==> src/rtl/ram_arbiter.sv <==
// Two-requester arbiter/sequencer for the single-port system RAM: fixed priority to
// requester 0 with a starvation limiter for requester 1; each access is ACCESS then RESP.
module ram_arbiter #(
  parameter int AW       = 8,
  parameter int DW       = 8,
  parameter int MAX_WAIT = 2
) (
  input  logic          clk,
  input  logic          reset_n,
  input  logic          req0,
  input  logic          we0,
  input  logic [AW-1:0] addr0,
  input  logic [DW-1:0] wdata0,
  output logic          gnt0,
  output logic          ack0,
  output logic [DW-1:0] rdata0,
  input  logic          req1,
  input  logic          we1,
  input  logic [AW-1:0] addr1,
  input  logic [DW-1:0] wdata1,
  output logic          gnt1,
  output logic          ack1,
  output logic [DW-1:0] rdata1,
  output logic [AW-1:0] ram_addr,
  output logic          ram_we,
  output logic [DW-1:0] ram_wdata,
  input  logic [DW-1:0] ram_rdata,
  output logic          busy
);

  typedef enum logic [1:0] {IDLE = 2'd0, ACCESS = 2'd1, RESP = 2'd2} state_t;

  localparam logic [3:0] MAX_W = 4'(MAX_WAIT);

  state_t        state_q, state_d;
  logic          owner_q, owner_d;
  logic [3:0]    wait_cnt_q, wait_cnt_d;
  logic [AW-1:0] addr_q, addr_d;
  logic          we_q, we_d;
  logic [DW-1:0] wdata_q, wdata_d;
  logic [DW-1:0] rdata0_q, rdata0_d;
  logic [DW-1:0] rdata1_q, rdata1_d;
  logic          win0, win1;

  // Requester 1 preempts only once it has lost MAX_WAIT decisions in a row.
  assign win1 = req1 && ((wait_cnt_q >= MAX_W) || !req0);
  assign win0 = req0 && !win1;

  always_ff @(posedge clk) begin
    if (!reset_n) begin
      state_q    <= IDLE;
      owner_q    <= 1'b0;
      wait_cnt_q <= 4'd0;
      addr_q     <= '0;
      we_q       <= 1'b0;
      wdata_q    <= '0;
      rdata0_q   <= '0;
      rdata1_q   <= '0;
    end else begin
      state_q    <= state_d;
      owner_q    <= owner_d;
      wait_cnt_q <= wait_cnt_d;
      addr_q     <= addr_d;
      we_q       <= we_d;
      wdata_q    <= wdata_d;
      rdata0_q   <= rdata0_d;
      rdata1_q   <= rdata1_d;
    end
  end

  always_comb begin
    state_d    = state_q;
    owner_d    = owner_q;
    wait_cnt_d = wait_cnt_q;
    addr_d     = addr_q;
    we_d       = we_q;
    wdata_d    = wdata_q;
    rdata0_d   = rdata0_q;
    rdata1_d   = rdata1_q;
    if (state_q == RESP) begin
      if (owner_q) rdata1_d = ram_rdata;
      else         rdata0_d = ram_rdata;
    end
    case (state_q)
      ACCESS: state_d = RESP;
      default: begin
        // IDLE and RESP both end in a decision edge.
        state_d = IDLE;
        if (win1) begin
          state_d    = ACCESS;
          owner_d    = 1'b1;
          addr_d     = addr1;
          we_d       = we1;
          wdata_d    = wdata1;
          wait_cnt_d = 4'd0;
        end else if (win0) begin
          state_d = ACCESS;
          owner_d = 1'b0;
          addr_d  = addr0;
          we_d    = we0;
          wdata_d = wdata0;
          if (req1 && (wait_cnt_q != 4'hF)) wait_cnt_d = wait_cnt_q + 4'd1;
        end
      end
    endcase
  end

  always_comb begin
    gnt0   = 1'b0;
    gnt1   = 1'b0;
    ack0   = 1'b0;
    ack1   = 1'b0;
    ram_we = 1'b0;
    busy   = (state_q != IDLE);
    if (state_q == ACCESS || state_q == RESP) begin
      gnt0 = !owner_q;
      gnt1 = owner_q;
    end
    if (state_q == ACCESS) ram_we = we_q;
    if (state_q == RESP) begin
      ack0 = !owner_q;
      ack1 = owner_q;
    end
    rdata0 = ack0 ? ram_rdata : rdata0_q;
    rdata1 = ack1 ? ram_rdata : rdata1_q;
  end

  assign ram_addr  = addr_q;
  assign ram_wdata = wdata_q;

endmodule

==> config.mk <==
export PLATFORM = sky130hd
export DESIGN_NAME = ram_arbiter
export DESIGN_NICKNAME = d
export VERILOG_FILES = /design/src/rtl/ram_arbiter.sv
export SDC_FILE = /design/constraint.sdc
export NUM_CORES = 1
export LEC_CHECK = 0
export ABC_AREA = 1
export BUFFER_PORTS_ARGS = -buffer_cell sky130_fd_sc_hd__buf_4
export CAP_MARGIN = 25
export CORE_MARGIN = 1
export CORE_UTILIZATION = 52
export DETAILED_ROUTE_END_ITERATION = 12
export GPL_TIMING_DRIVEN = 0
export PLACE_DENSITY = 0.95
export SYNTH_ARGS = -nofsm -noshare
export SYNTH_HDL_FRONTEND = slang
export SYNTH_SLANG_ARGS = --single-unit
export TNS_END_PERCENT = 1
==> constraint.sdc <==
create_clock -name clk -period 2.3 [get_ports clk]
set_input_delay 0.575 -clock clk [delete_from_list [all_inputs] [get_ports clk]]
set_output_delay 0.575 -clock clk [all_outputs]
set_load 0.005 [all_outputs]
==> out/metrics.yaml, run 1 <==
sta:
  finalSetupViolations: 0
  fmax_mhz: 451
  skew_ns: 0.00516
  finalHoldViolCount: 0
  slew_headroom: 0.672
  min_period_ns: 2.21
  drv_slew: 0
  final.setup.tns_ns: 0
  rsz0062_at_grt: "true"
  fin_crit_sh: 0.963
  worstMarginPinSlew_ns: 0.492
global_route:
  grt_pass1_wl_mm: 8.40
  grtUsageTotal: 0.259
  grt_antenna_before_repair: 0
  grt_start_max_net_pins: 13
  grt-ovfl-total: 0
  grt_pass1_vias: 1958
finish:
  final_cells: 426
  most-common-layout-cells: "84 x buf_4, 46 x inv_1, 45 x nor2_1, 39 x dfxtp_1, 28 x nand2_1"
  final_common_cell: "buf_4"
  syn_to_final_growth_pct: 40.7
  antenna_cells: 0
  fin_nets: 428
  utilization: 0.777
  fin_area_um2: 2890
  drive_above_1_share: 0.362
worst_hold_path:
  holdCritPathClass: "register to register"
placed_design:
  place_congestion: 0.813
  portBuffers: 82
  placed_cells: 416
  dp_hpwl_mm: 3.82
  place_area_um2: 2730
critical_path:
  worst-path-max-fanout: 9
  crit_path_start_kind: "register"
  path_class: "register to output port"
  endpoint_kind: "output port"
  cp.required_ns: 1.73
  arrival_ns: 1.64
logic_synthesis:
  netlist.area_leader.share: 0.390
  synth.area.mux_share: 0
  synthXorXnorAreaFrac: 0
  synth_top_cell_by_area: "dfxtp_1"
  synth.distinct_cells: 24
  synth_fa_ha_area_frac: 0.0305
  synth_fp_nets: 337
  synth_warnings: 0
  synthTopCellsByArea: "dfxtp_1 39%, inv_1 8.6%, nor2_1 8.2%, nand2_1 5.1%, a21oi_1 4.9%"
  synth_seq_cells: 40
  syn_area_um2: 2050
  netlist_instances: 286
  ys_seq_area_frac: 0.390
  synth-simple-area-share: 0.279
  synth_top_family_by_area: "simple AND/OR/NAND/NOR gates"
  syn_avg_cell_area_um2: 7.17
  synth_compound_area_frac: 0.159
floorplanning:
  coreArea_um2: 3720
  fp.dieH_um: 64.8
  pin_count: 84
  die-width_um: 64.8
  die-area_um2: 4200
  start_util: 0.552
  rows: 22
route:
  firstDrtPassIters: 4
  drc: 0
  drt-total-wl_mm: 5.12
  wl_per_cell_um: 12.0
  wl_met1_mm: 2.14
  first_iter_violations: 91
  dr_total_vias: 2165
  dr_wl_met3_um: 364
  top_layer: "met4"
  dr_wl_met2_mm: 2.49
  antenna_left: 0
  viasPerCell: 5.08
clock_tree:
  clockBufferDepth: 2
  cts_tree: "done"
  cts_root_buffer: "clkbuf_8"
  cts_sinks: 40
  worstSkewPairLatency_ns: 0.29
  clk_transition_reported_paths_ns: 0.08
  cts_buffers: 5
  htreeDepth: 2
job:
  max_cap_viol_count: 0
pwr:
  power.leakage_nw: 1.62
  ir_worst_vdd_v: 0.000353
  powerDensity_nw_per_um2: 627
outcome:
  status: "finished, final reports clean"
## per-layer routing
metal	track usage	up-vias
met3	0.0616	17
met2	0.449	105
met1	0.292	976
met4	0.131	0
met5	0	-
li1	-	1067
## report_power, final
group	switching, mW	total, mW	internal (mW)	leakage (nW)
Clock	0.248	0.631	0.383	0.0645
Combinational	0.204	0.412	0.207	1.23
Sequential	0.0259	0.767	0.741	0.329
Total	0.479	1.81	1.33	1.62
## cells by family after synthesis
family	Yosys count
compound gates	56
flops	40
simple gates	121
buf+inv	64
fa+ha+maj	5
## cell type report
cell class                 count  area, um2
tap                           48       60.1
timing repair buffer          83        623
sequential                    40        802
clock buffer                   7       96.3
clock inverter                 1       30.0
multi-input combinational    183        985
inverter                      50        190
fill                         275        830
buffer                        14        100
## timing repair
| action | in CTS | in global routing |
|---|---|---|
| setup endpoints to repair | 0 | 16 |
| hold buffers | 0 | 0 |
| resized for setup | 0 | 7 |
| setup buffers | 0 | 1 |
## through the flow
stage | setup WS [ns] | hold WS [ns] | total power [mW]
floorplan | 0.579 | 0.430 | 0.989
global placement | 0.381 | 0.441 | 1.17
detailed placement | 0.330 | 0.465 | 1.18
CTS | 0.0138 | 0.477 | 1.80
global route | -0.0110 | 0.510 | 1.90
finish | 0.0850 | 0.468 | 1.81
## synthesized netlist by cell type
library cell,count
o21ai_1,8
inv_4,1
clkbuf_1,3
ha_1,5
nor2_2,10
a21oi_2,1
o21ai_4,1
inv_2,2
o21ai_2,8
nand2_4,1
nor2_1,45
o21ai_0,18
nand3_4,1
inv_1,47
nand2_1,28
nand3_1,18
buf_2,5
buf_4,1
or2_1,16
nand2_2,1
nor2_4,1
buf_6,5
dfxtp_1,40
a21oi_1,20
## worst max-delay path, stage by stage (launching register included)
cell	delay (ns)
dfxtp_2	0.33
inv_1	0.05
ha_2	0.20
nand2_4	0.17
inv_4	0.08
or2_1	0.23
o21ai_2	0.08
inv_1	0.07
buf_4	0.13
## sequential cells by signal (all words and copies together), names as in the netlist
name and flops:
rdata0_q 8, we_q 1, rdata1_q 8, wait_cnt_q 4
owner_q 1, state_q 2, ram_addr 8, ram_wdata 8
## worst paths after layout
check / to / startpoint / cells after the start / slack, ns
hold reg to reg: wait_cnt_q[3] / wait_cnt_q[3] / 2 / 0.47
setup / recovery: rdata1[6] / state_q[0] / 8 / 0.09
hold / removal: wait_cnt_q[3] / wait_cnt_q[3] / 2 / 0.47
setup reg to reg: we_q / wait_cnt_q[0] / 9 / 0.78
No activity file was read; power rests on OpenSTA's default activity.
==> inputs of run 2 (changes only) <==
- CORE_UTILIZATION: 52 -> 43
- PLACE_DENSITY: 0.95 -> 0.86
- clock period: 2.3 -> 1.8 ns (I/O delays scaled with it)
==> out/metrics.yaml, run 2 (synthesis results as in run 1) <==
critical_path:
  cp.required_ns: 1.35  # -0.38 ns
  regToRegSetupSlack_ns: 0.12  # -0.66 ns
  worst-path-max-fanout: 3  # -6
  path_class: "register to output port"
  arrival_ns: 1.58  # -0.06 ns
  crit_path_start_kind: "register"
  endpoint_kind: "output port"
route:
  drc: 7  # +7
  antenna_left: 0  # unchanged
  drt-total-wl_mm: 5.33  # +4.1%
  first_iter_violations: 113  # +24%
  dr_total_vias: 2131  # -1.6%
  wl_per_cell_um: 12.1  # +0.81%
  firstDrtPassIters: 8  # +4
  viasPerCell: 4.84  # -4.7%
sta:
  final.setup.tns_ns: -3.10  # -3.10 ns
  timing.hold.ws_ns: 0.429  # -0.0388 ns
  fin_crit_sh: 1.13
  setup_ws_ns: -0.229  # -0.314 ns
  fmax_mhz: 493
  skew_ns: 0.00307  # -0.00210 ns
  slew_headroom: 0.680  # +0.00783
  drv_slew: 0  # unchanged
  worstMarginPinSlew_ns: 0.481  # -0.0117 ns
  finalHoldViolCount: 0  # unchanged
  rsz0062_at_grt: "true"
  finalSetupViolations: 18  # +18
  min_period_ns: 2.03
finish:
  antenna_cells: 0  # unchanged
  most-common-layout-cells: "87 x buf_4, 45 x nor2_1, 43 x inv_1, 38 x dfxtp_1, 28 x nand2_1"
  final_common_cell: "buf_4"
  n_fill_cell: 368  # +34%
  fin_area_um2: 3060  # +5.9%
  syn_to_final_growth_pct: 49.0
  drive_above_1_share: 0.399  # +0.0371
  fin_nets: 438  # +2.3%
  utilization: 0.683  # -0.0933
  final_cells: 440  # +3.3%
floorplanning:
  start_util: 0.459  # -0.0936
  fp.dieH_um: 71.1  # +9.7%
  die-area_um2: 5050  # +20%
  coreArea_um2: 4470  # +20%
  pin_count: 84  # unchanged
  rows: 24  # +9.1%
  die-width_um: 71.1  # +9.7%
clock_tree:
  cts_sinks: 40  # unchanged
  clockBufferDepth: 2  # unchanged
  postCtsHoldBufs: 0  # unchanged
  cts_buffers: 5  # unchanged
  clk_transition_reported_paths_ns: 0.07  # about the same
  worstSkewPairLatency_ns: 0.29  # about the same
  htreeDepth: 2  # unchanged
  cts_root_buffer: "clkbuf_8"
  cts_tree: "done"
global_route:
  grtUsageTotal: 0.220  # -0.0385
  grt_start_max_net_pins: 12  # -1
  grt_antenna_before_repair: 0  # unchanged
  grt_pass1_wl_mm: 8.70  # +3.6%
  grt_pass1_vias: 1994  # +1.8%
  grt-ovfl-total: 0  # unchanged
job:
  max_cap_viol_count: 0  # unchanged
placed_design:
  place_congestion: 0.821  # +0.95%
  dp_hpwl_mm: 3.71  # -2.9%
  place_area_um2: 2730  # +0.18%
  pre_cts_ws_ns: -0.0467  # -0.377 ns
  placed_cells: 420  # +0.96%
  portBuffers: 82  # unchanged
pwr:
  power.leakage_nw: 1.66  # +2.0%
  powerDensity_nw_per_um2: 711  # +13%
  ir_worst_vdd_v: 0.000434  # +23%
  power_mw: 2.17  # +20%
outcome:
  status: "finished, violations left"
  failed_checks: "design-rule violations, negative setup slack"
worst_hold_path:
  holdCritPathClass: "input pin to register"
## run 2: cell types whose count changed in the layout (fill, tap and decap cells not counted), moves of 2 or more
cell      change
buf_6         +6
o21ai_1       -4
o21ai_4       +4
buf_4         +3
inv_1         -3
clkbuf_1      +2
ha_4          +2
## run 2: final cells by class
class / instances / area (um2) / area share
sequential: 40 / 803 / 0.263
buffer: 14 / 100 / 0.0327
inverter: 50 / 203 / 0.0663
timing repair buffer: 93 / 733 / 0.240
multi-input combinational: 183 / 1060 / 0.348
tap: 52 / 65.1 / 0.0213
clock buffer: 8 / 90.1 / 0.0295
## run 2: path summary, 6_finish.rpt
check | cells past startpoint | startpoint | to
setup / recovery | 9 | state_q[0] | rdata0[2]
hold / removal | 3 | ram_rdata[3] | rdata1_q[3]
setup reg to reg | 12 | state_q[0] | rdata0_q[2]
hold reg to reg | 2 | wait_cnt_q[3] | wait_cnt_q[3]
## run 2: what timing repair did
item,4_1_cts,5_1_grt
endpoints found under the setup margin,16,18
gates cloned,1,0
hold endpoints to repair,0,0
setup buffers,8,3
resized for setup,22,13
pin swaps,3,4
## run 2: power by group
group / switching, mW / internal [mW]
sequential: 0.0338 / 0.947
combinational: 0.283 / 0.306
clock: 0.292 / 0.312
total: 0.609 / 1.57
## run 2: critical path, cell delays in order (launching register included)
cell,delay [ns]
dfxtp_2,0.33
inv_2,0.05
ha_4,0.18
inv_4,0.07
nor2_4,0.05
buf_6,0.13
or2_1,0.21
o21ai_2,0.07
inv_1,0.08
buf_6,0.12
## run 2: per-layer routing
layer | vias up | global-route usage | part of all wire
met2 | 101 | 0.407 | 0.50
met4 | 0 | 0.0711 | 0.016
li1 | 1082 | - | -
met3 | 10 | 0.0598 | 0.078
met5 | - | 0 | 0
met1 | 938 | 0.244 | 0.40
